$ cat src/rtl/snax_mx_sequencer_pkg.sv
// -----------------------------------------------------------------------------
// snax_mx_sequencer_pkg
// Shared definitions for the SNAX MX streamer CSR sequencer:
//   - seq_state_e : states of the launch sequence
//   - StartValue  : word written to the streamer start register
//   - idxWidth()  : index width helper that never returns zero
// -----------------------------------------------------------------------------
package snax_mx_sequencer_pkg;

   // The launch sequence walks these states in order; POLL_REQ/POLL_RSP loop
   // until the streamer reports idle or the poll budget runs out.
   typedef enum logic [2:0] {
      IDLE,
      CFG_WR,
      START_WR,
      POLL_REQ,
      POLL_RSP,
      DONE
   } seq_state_e;

   // Value written to the streamer start register to kick it off.
   localparam logic [31:0] StartValue = 32'h1;

   // Width of an index into n entries; a single entry still gets one bit so
   // that no zero-width vectors are ever declared.
   function automatic int unsigned idxWidth(input int unsigned n);
      return (n > 1) ? $clog2(n) : 1;
   endfunction

endpackage

$ cat src/rtl/snax_mx_cfg_shadow_regs.sv
// -----------------------------------------------------------------------------
// snax_mx_cfg_shadow_regs
// Shadow copy of the streamer configuration words, written by the host and
// read out word by word while a launch replays them to the streamer.
// Ports:
//   clk_i, rst_i            clock, synchronous active-high reset (clears all)
//   wr_en_i/wr_idx_i/wr_data_i  write port (gating is done by the caller)
//   rd_idx_i / rd_data_o        combinational indexed read port
// -----------------------------------------------------------------------------
module snax_mx_cfg_shadow_regs #(
   parameter int unsigned NumRegs = 16,
   parameter int unsigned IdxW    = 4
) (
   input  logic            clk_i,
   input  logic            rst_i,
   input  logic            wr_en_i,
   input  logic [IdxW-1:0] wr_idx_i,
   input  logic [31:0]     wr_data_i,
   input  logic [IdxW-1:0] rd_idx_i,
   output logic [31:0]     rd_data_o
);

   logic [31:0] regs_q [NumRegs];

   // Storage: reset clears every word; writes to an index beyond the file
   // (possible when NumRegs is not a power of two) are dropped.
   always_ff @(posedge clk_i) begin
      if (rst_i) begin
         for (int i = 0; i < int'(NumRegs); i++) begin
            regs_q[i] <= '0;
         end
      end else if (wr_en_i && (32'(wr_idx_i) < NumRegs)) begin
         regs_q[wr_idx_i] <= wr_data_i;
      end
   end

   // Read port: out-of-range indices return zero rather than X.
   assign rd_data_o = (32'(rd_idx_i) < NumRegs) ? regs_q[rd_idx_i] : '0;

endmodule

$ cat src/rtl/snax_mx_streamer_csr_sequencer.sv
// -----------------------------------------------------------------------------
// snax_mx_streamer_csr_sequencer
// On each accepted launch, replays the shadow config words to the streamer
// over its CSR request channel, writes the start register, then polls the
// status register until the streamer is idle (or a poll budget expires),
// and finally pulses done_o.
// Ports:
//   clk_i, rst_i                     clock, synchronous active-high reset
//   cfg_wr_en_i/idx_i/data_i         host writes into the shadow file (IDLE only)
//   launch_valid_i / launch_ready_o  launch handshake
//   busy_o, done_o, error_o          sequence status (error_o = poll timeout)
//   csr_req_*                        streamer CSR request channel
//   csr_rsp_*                        streamer CSR read response channel
// -----------------------------------------------------------------------------
module snax_mx_streamer_csr_sequencer
   import snax_mx_sequencer_pkg::*;
#(
   parameter int unsigned NumCfgRegs  = 16,
   parameter logic [31:0] CsrBaseAddr = 32'h3c0,
   parameter logic [31:0] StartAddr   = CsrBaseAddr + NumCfgRegs,
   parameter logic [31:0] StatusAddr  = StartAddr + 32'd1,
   parameter logic [31:0] BusyMask    = 32'h1,
   parameter int unsigned MaxPolls    = 1024,
   localparam int unsigned IdxW       = idxWidth(NumCfgRegs),
   localparam int unsigned PollW      = $clog2(MaxPolls + 1)
) (
   input  logic            clk_i,
   input  logic            rst_i,
   input  logic            cfg_wr_en_i,
   input  logic [IdxW-1:0] cfg_wr_idx_i,
   input  logic [31:0]     cfg_wr_data_i,
   input  logic            launch_valid_i,
   output logic            launch_ready_o,
   output logic            busy_o,
   output logic            done_o,
   output logic            error_o,
   output logic [31:0]     csr_req_bits_data_o,
   output logic [31:0]     csr_req_bits_addr_o,
   output logic            csr_req_bits_write_o,
   output logic            csr_req_valid_o,
   input  logic            csr_req_ready_i,
   input  logic [31:0]     csr_rsp_bits_data_i,
   input  logic            csr_rsp_valid_i,
   output logic            csr_rsp_ready_o
);

   localparam logic [IdxW-1:0]  CntLast  = IdxW'(NumCfgRegs - 1);
   localparam logic [PollW-1:0] PollLast = PollW'(MaxPolls);

   seq_state_e       state_q;
   logic [IdxW-1:0]  cnt_q;
   logic [PollW-1:0] poll_q;
   logic             error_q;

   logic        launchAccept;
   logic        reqHandshake;
   logic        rspHandshake;
   logic        statusBusy;
   logic        shadowWrEn;
   logic [31:0] shadowRdData;

   assign launchAccept = launch_valid_i && launch_ready_o;
   assign reqHandshake = csr_req_valid_o && csr_req_ready_i;
   assign rspHandshake = csr_rsp_valid_i && csr_rsp_ready_o;
   assign statusBusy   = (csr_rsp_bits_data_i & BusyMask) != '0;

   // The shadow file only accepts host writes while idle, which freezes the
   // image for the whole launch. A write in the launch cycle itself lands
   // before the first CFG_WR cycle reads it, so that launch sees the new value.
   assign shadowWrEn = cfg_wr_en_i && (state_q == IDLE);

   snax_mx_cfg_shadow_regs #(
      .NumRegs (NumCfgRegs),
      .IdxW    (IdxW)
   ) i_shadow (
      .clk_i     (clk_i),
      .rst_i     (rst_i),
      .wr_en_i   (shadowWrEn),
      .wr_idx_i  (cfg_wr_idx_i),
      .wr_data_i (cfg_wr_data_i),
      .rd_idx_i  (cnt_q),
      .rd_data_o (shadowRdData)
   );

   // Sequencer FSM. Counters are left at zero when not in use so that the
   // shadow read index and poll count always start clean. The poll counter
   // stops at MaxPolls and never wraps.
   always_ff @(posedge clk_i) begin
      if (rst_i) begin
         state_q <= IDLE;
         cnt_q   <= '0;
         poll_q  <= '0;
         error_q <= 1'b0;
      end else begin
         case (state_q)
            IDLE: begin
               if (launchAccept) begin
                  state_q <= CFG_WR;
                  cnt_q   <= '0;
                  error_q <= 1'b0;
               end
            end
            CFG_WR: begin
               if (reqHandshake) begin
                  if (cnt_q == CntLast) begin
                     state_q <= START_WR;
                     cnt_q   <= '0;
                  end else begin
                     cnt_q <= cnt_q + 1'b1;
                  end
               end
            end
            START_WR: begin
               if (reqHandshake) begin
                  state_q <= POLL_REQ;
                  poll_q  <= '0;
               end
            end
            POLL_REQ: begin
               if (reqHandshake) begin
                  state_q <= POLL_RSP;
                  if (poll_q != PollLast) begin
                     poll_q <= poll_q + 1'b1;
                  end
               end
            end
            POLL_RSP: begin
               if (rspHandshake) begin
                  if (!statusBusy) begin
                     state_q <= DONE;
                  end else if (poll_q < PollLast) begin
                     state_q <= POLL_REQ;
                  end else begin
                     error_q <= 1'b1;
                     state_q <= DONE;
                  end
               end
            end
            DONE: begin
               state_q <= IDLE;
               poll_q  <= '0;
            end
            default: begin
               state_q <= IDLE;
            end
         endcase
      end
   end

   // CSR request channel. Everything here is decoded from registered state
   // only, so a raised request holds its address and data until the
   // handshake and valid never looks at ready.
   always_comb begin
      csr_req_valid_o      = 1'b0;
      csr_req_bits_addr_o  = '0;
      csr_req_bits_data_o  = '0;
      csr_req_bits_write_o = 1'b0;
      case (state_q)
         CFG_WR: begin
            csr_req_valid_o      = 1'b1;
            csr_req_bits_addr_o  = CsrBaseAddr + 32'(cnt_q);
            csr_req_bits_data_o  = shadowRdData;
            csr_req_bits_write_o = 1'b1;
         end
         START_WR: begin
            csr_req_valid_o      = 1'b1;
            csr_req_bits_addr_o  = StartAddr;
            csr_req_bits_data_o  = StartValue;
            csr_req_bits_write_o = 1'b1;
         end
         POLL_REQ: begin
            csr_req_valid_o      = 1'b1;
            csr_req_bits_addr_o  = StatusAddr;
         end
         default: begin
         end
      endcase
   end

   // Status outputs, all decoded from registered state.
   assign launch_ready_o  = (state_q == IDLE);
   assign busy_o          = (state_q != IDLE);
   assign done_o          = (state_q == DONE);
   assign csr_rsp_ready_o = (state_q == POLL_RSP);
   assign error_o         = error_q;

endmodule

$ cat config.mk
export PLATFORM = sky130hd
export DESIGN_NAME = snax_mx_streamer_csr_sequencer
export DESIGN_NICKNAME = d
export VERILOG_FILES = /design/src/rtl/snax_mx_sequencer_pkg.sv /design/src/rtl/snax_mx_cfg_shadow_regs.sv /design/src/rtl/snax_mx_streamer_csr_sequencer.sv
export SDC_FILE = /design/constraint.sdc
export NUM_CORES = 1
export LEC_CHECK = 0
export CORE_MARGIN = 3
export CORE_UTILIZATION = 40
export DETAILED_ROUTE_END_ITERATION = 6
export GPL_TIMING_DRIVEN = 0
export PLACE_DENSITY = 0.62
export SYNTH_ARGS = -nofsm -noshare
export SYNTH_HDL_FRONTEND = slang
export SYNTH_SLANG_ARGS = --single-unit
$ cat constraint.sdc
create_clock -name clk_i -period 3.6 [get_ports clk_i]
set_input_delay 0.9 -clock clk_i [delete_from_list [all_inputs] [get_ports clk_i]]
set_output_delay 0.9 -clock clk_i [all_outputs]
set_load 0.1 [all_outputs]
==> results.yml, run 1 <==
worst_setup_path:
  critical_path_arrival_ps: 4110
  crit_top_cell: "clkbuf_1"
  cp_data_required_time_ps: 4090
  timing.critical_path.slowest_cell_delay_ps: 860
  worstSetupStartpointType: "input pin"
  critical_path.slowest_cell: "nor3_2"
  cp-end-kind: "register"
  timing.critical_path.cells: "clkdlybuf4s50_1 > clkbuf_1 > nand4b_1 > nor3_2 > clkbuf_1 > and2_1"
  crit_path_class: "input pin to register"
  cp_max_fo: 10
global_routing:
  pin_count_of_the_biggest_net_entering_global_routing: 33
  grt_first_pass_wirelength_um: 114000
  number_of_antenna_violations_at_the_first_check_in_global_routing: 6
  grt_overflow_total: 0
  gr-usage-all-layers: 0.244
  via_count_of_the_first_global_routing_pass: 15900
logic_synthesis:
  synth_top_flop_cell: "edfxtp_1"
  synth_enable_flop_cells: 512
  ys.warnings.count: 0
  synth.lib_cells_used.distinct: 60
  async_reset_ff_frac: 0
  seq_area_frac_synth: 0.633
  netlist_instances: 1727
  synthesized_flop_and_latch_total: 535
  syn_avg_cell_area_um2: 14.5
  synthesis.area_mm2: 0.0250
clocking:
  cts_tree: "built"
  cts.sink_count: 535
  clk_root_buffer_cell: "clkbuf_16"
  cts-hold-fix-buffers: 0
  cts_buffers: 56
  clock_latency_ps: 630
  clk_transition_reported_paths_ps: 60
  htree_num_levels: 2
  number_of_buffers_on_the_longest_clock_path: 3
hold_path:
  hold_class: "register to register"
pwr:
  p_leak_nw: 10.6
  power.density_mw_per_mm2: 561
  worst_ir_drop_vdd_mv: 0.370
sta:
  post-route-min-period_ps: 3620
  hold_viol_final: 0
  fmax_mhz: 276
  slew_headroom: 0.165
  fin_setup_tns_ps: -161
  slew_violations: 0
  final_critical_path_setup_slack_ps: -21.8
  hold_ws_ps: 452
  actual_slew_at_the_worst_max_slew_pin_ps: 1250
  worst_clock_skew_ps: 24.6
  post-route-period-util: 1.01
  setup_repair_after_global_routing_missed_its_margin: "true"
  final-setup-viol-count: 15
final_layout:
  mostFrequentLayoutCells: "516 x and2_1, 512 x edfxtp_1, 86 x mux2i_1, 76 x mux4_2, 74 x clkbuf_1"
  area_delta_synth_final_pct: 20.0
  num_antenna_cells: 0
  layout_commonest_cell: "and2_1"
  final_util: 0.485
  final_net_count: 1972
  final_layout_size_suffix_gt1_frac: 0.236
placed_design:
  placement.io_buffers: 89
  detailed_place_hpwl_um: 49300
  pre_cts_slack_ps: -1920
  gpl.final_weighted_congestion: 0.873
floorplanning:
  initial_utilization: 0.404
  dieHeight_um: 256
  die_w_um: 256
  die_area_mm2: 0.0655
  floorplan.io_pins: 145
  placeableCoreArea_mm2: 0.0618
  num_rows: 91
drt:
  dr_wl_met2_um: 38400
  top_signal_layer_used: "met5"
  vias: 15700
  drt_first_iter_violations: 1604
  routed_wl_um: 80700
  postRouteAntennaNets: 0
  met3RoutedLength_um: 6500
  wl_met1_um: 32000
  dr.pass1.iters: 6
  drc_violations_left: 0
  post_drt_via_cell_ratio: 5.65
  post_drt_wl_per_cell_um: 29.1
flow_run:
  cap_violations: 0
outcome:
  run_status: "finished, violations left"
  failing_checks: "setup timing"
[metal layers]
layer | GRT usage | vias to the layer above
met1 | 0.314 | 8093
met2 | 0.402 | 755
met3 | 0.0501 | 194
li1 | - | 6649
met4 | 0.106 | 2
met5 | 0.00512 | -
[worst paths after layout]
kind	start	end	slack (ps)	cells past startpoint
setup / recovery	rst_i	i_shadow.regs_q[12][15]	-20	6
hold / removal	error_o	error_o	450	2
setup reg to reg	state_q[1]	i_shadow.regs_q[3][12]	290	6
hold reg to reg	error_o	error_o	450	2
[stage by stage]
stage	instance area (um^2)	cells	power, W
2_1_floorplan	25600	1749	0.00979
3_3_place_gp	27500	2675	0.0108
3_5_place_dp	27600	2676	0.0109
4_1_cts	29800	2777	0.0168
5_1_grt	30000	2777	0.0172
6_report	30000	2777	0.0168
[sequential cells by signal (all words and copies together) (netlist names), named ones only]
signal and count:
state_q 3, cnt_q 4, error_o 1, poll_q 11
i_shadow.regs_q 512
[layout make-up]
type                    count  area, um^2
flip-flops and latches    535       15800
clock buffers              69        1490
well taps                 837        1050
plain buffers             168        1240
inverters                  12        45.0
repair buffers             91         893
clock inverters            34         340
fillers                  5227       31800
multi-input cells        1031        9100
[cell usage after synthesis, types with 4 or more instances]
cell type	count	area, um^2
buf_1	12	45.0
nor3_4	7	114
o32ai_1	26	228
nand3_1	7	35.0
o21ai_0	15	75.1
mux4_2	76	1710
buf_2	22	110
a211oi_1	11	82.6
a21oi_1	14	70.1
or2_2	17	106
nor4_1	4	25.0
nand2b_1	4	25.0
o22ai_1	26	163
nor2_1	22	82.6
mux2i_1	101	1010
inv_1	10	37.5
nor2b_1	5	31.3
nor3_1	15	75.1
buf_4	28	210
buf_6	7	78.8
a22o_1	15	131
mux2_2	42	473
nand2_1	29	109
nand4_1	5	31.3
dfxtp_1	23	460
and2_1	516	3230
clkbuf_1	90	338
clkbuf_2	12	60.1
edfxtp_1	512	15400
[worst max-delay path: cells and delay by family]
family                 cells  cell delay [ps]
and+or+nand+nor            3             1710
buffers and inverters      3             1480
[cells by family after synthesis]
| kind of cell | after synthesis | share of synthesized area |
|---|---|---|
| AO/OA/AOI/OAI | 126 | 0.0363 |
| buffers and inverters | 183 | 0.0355 |
| AND/OR/NAND/NOR | 657 | 0.164 |
| XOR/XNOR | 3 | 0.00105 |
| flip-flops | 535 | 0.633 |
| adder cells (fa/ha/maj) | 3 | 0.00150 |
| other | 1 | 0.000150 |
| multiplexers | 219 | 0.128 |
[power by group]
group | internal [W] | switching (W)
clock network | 0.00343 | 0.00248
registers | 0.00710 | 0.000101
logic | 0.00117 | 0.00256
total | 0.0117 | 0.00514
[what timing repair did]
| action | CTS | global route |
|---|---|---|
| pin swaps | 5 | 3 |
| cloned | 0 | 0 |
| gates resized for setup | 403 | 55 |
| setup endpoints to repair | 276 | 301 |
| endpoints found under the hold margin | 0 | 0 |
| buffers inserted | 1 | 0 |
Power figures use the tool's default switching activity.
==> inputs of run 2 (changes only) <==
Settings changed: PLACE_DENSITY 0.62 to 0.64.
Clock period 3.6 ns to 3.1 ns, I/O delays scaled along.
==> run 2 against run 1 <==
Against the previous run: via count up 3.9%; non-clock buffer count up 49; flip-flop and latch count unchanged; the run still ends with setup timing left; highest routed layer is now met4; utilization up 2.6 points; die area unchanged.
==> results.yml, run 2 (synthesized netlist as in run 1, its figures left out) <==
outcome:
  run_status: "finished, violations left"
  failing_checks: "setup timing"
flow_run:
  cap_violations: 0
worst_setup_path:
  cp_data_required_time_ps: 2320
  cp_max_fo: 10
  cp-end-kind: "primary output"
  timing.critical_path.slowest_cell_delay_ps: 400
  timing.critical_path.cells: "buf_12 > buf_16 > buf_12 > mux2i_2 > o21ai_1 > o21ai_1 > o32ai_4 > buf_12"
  crit_path_class: "register to primary output"
  worstSetupStartpointType: "register"
  crit_top_cell: "buf_12"
  critical_path.slowest_cell: "dfxtp_4"
  timing.critical_path.buf_inv: 4
  critical_path_arrival_ps: 2580
  rr_startpoint: "state_q[2]"
  critical_path.top_delay_family: "buffers and inverters"
global_routing:
  grt_first_pass_wirelength_um: 119000
  number_of_antenna_violations_at_the_first_check_in_global_routing: 5
  via_count_of_the_first_global_routing_pass: 16400
  grt_overflow_total: 0
  gr-usage-all-layers: 0.255
  pin_count_of_the_biggest_net_entering_global_routing: 33
drt:
  dr.pass1.iters: 6
  postRouteAntennaNets: 0
  post_drt_via_cell_ratio: 5.77
  post_drt_wl_per_cell_um: 30.3
  vias: 16300
  drt_first_iter_violations: 2187
  drc_violations_left: 0
  routed_wl_um: 85700
floorplanning:
  die_area_mm2: 0.0655
  die_w_um: 256
  initial_utilization: 0.404
  placeableCoreArea_mm2: 0.0618
  num_rows: 91
  floorplan.io_pins: 145
  dieHeight_um: 256
clocking:
  clk_root_buffer_cell: "clkbuf_16"
  clk_transition_reported_paths_ps: 60
  number_of_buffers_on_the_longest_clock_path: 3
  cts.sink_count: 535
  cts_tree: "built"
  cts_buffers: 54
  htree_num_levels: 2
  clock_latency_ps: 620
sta:
  slew_violations: 0
  worst_clock_skew_ps: 18.4
  slew_headroom: 0.353
  setup_repair_after_global_routing_missed_its_margin: "true"
  final_critical_path_setup_slack_ps: -256
  post-route-min-period_ps: 3360
  hold_viol_final: 0
  fin_setup_tns_ps: -5920
  actual_slew_at_the_worst_max_slew_pin_ps: 967
  fmax_mhz: 298
  post-route-period-util: 1.08
  hold_ws_ps: 497
  final-setup-viol-count: 42
pwr:
  p_leak_nw: 11.2
  combPwrFrac: 0.269
  pint_w: 0.0136
  part_of_the_total_power_dissipated_in_sequential_elements: 0.422
  power.density_mw_per_mm2: 627
  power.switching_w: 0.00625
  power.switching_fraction: 0.316
  p_clk_frac: 0.310
  worst_ir_drop_vdd_mv: 0.418
final_layout:
  max_flop_register: "i_shadow.regs_q"
  final_layout_size_suffix_gt1_frac: 0.289
  total_area_of_multi_input_combinational_cells_mm2: 0.00971
  final_net_count: 2028
  n_fill_cell: 5090
  mostFrequentLayoutCells: "516 x and2_1, 512 x edfxtp_1, 76 x mux4_2, 65 x clkbuf_1"
  area.sequential_mm2: 0.0159
  area_delta_synth_final_pct: 26.3
  largest_registers: "i_shadow.regs_q (512), poll_q (11), cnt_q (4)"
  layout_commonest_cell: "and2_1"
  largest_register_ffs: 512
hold_path:
  hold_class: "register to register"
  hp-start: "error_o"
placed_design:
  gpl.final_weighted_congestion: 0.868
  detailed_place_hpwl_um: 49700
  placement.io_buffers: 89
run 2: area by class of cell:
| class | count | share of cell area |
|---|---|---|
| clock buffers | 64 | 0.0440 |
| plain buffers | 168 | 0.0473 |
| flip-flops and latches | 535 | 0.502 |
| multi-input cells | 1040 | 0.307 |
| clock inverters | 29 | 0.00634 |
| repair buffers | 140 | 0.0580 |
| diodes | 2 | 0.000158 |
| inverters | 12 | 0.00158 |
| well taps | 837 | 0.0332 |
run 2: per-stage QoR:
stage | cell area, um^2 | util | setup slack [ps] | instances | total power [W]
2_1_floorplan | 25600 | - | -603 | 1749 | 0.0114
3_3_place_gp | 27500 | 0.445 | -2340 | 2675 | 0.0125
3_5_place_dp | 27500 | 0.446 | -2180 | 2676 | 0.0126
4_1_cts | 31000 | 0.501 | -227 | 2801 | 0.0195
5_1_grt | 31600 | 0.511 | -278 | 2826 | 0.0202
6_report | 31600 | 0.511 | -256 | 2827 | 0.0198
run 2: path summary, 6_finish.rpt:
path	end	slack, ps	cells past startpoint
hold / removal	error_o	500	2
setup / recovery	csr_req_bits_data_o[29]	-260	8
hold reg to reg	error_o	500	2
setup reg to reg	i_shadow.regs_q[1][17]	10	7
run 2: repair_timing:
| action | in CTS | in global routing |
|---|---|---|
| resized for setup | 645 | 83 |
| buffers inserted | 21 | 17 |
| pin swaps | 33 | 29 |
| gates cloned | 14 | 7 |
| endpoints found under the setup margin | 568 | 219 |
| hold buffers | 0 | 0 |
run 2: power by group through the flow:
stage          logic (W)  clock network, W  registers, W
2_1_floorplan    0.00291                 0       0.00845
6_report         0.00532           0.00613       0.00835
5_1_grt          0.00544           0.00642       0.00838
4_1_cts          0.00501           0.00614       0.00835
3_5_place_dp     0.00411                 0       0.00849
3_3_place_gp     0.00408                 0       0.00847
run 2: worst reg2reg max path, delay by kind of cell (launching register included):
kind	cells	cell delay [ps]
buf+inv	3	330
flops	1	350
simple gates	4	1950
run 2: metal layers:
layer  vias up  track usage  wire length (um)  share of wire
met2       941        0.422             40900           0.48
met3       262       0.0693              8840           0.10
met5         -            0                 0              0
met1      8319        0.317             31600           0.37
met4         0        0.107              4350          0.051
li1       6779            -                 -              -
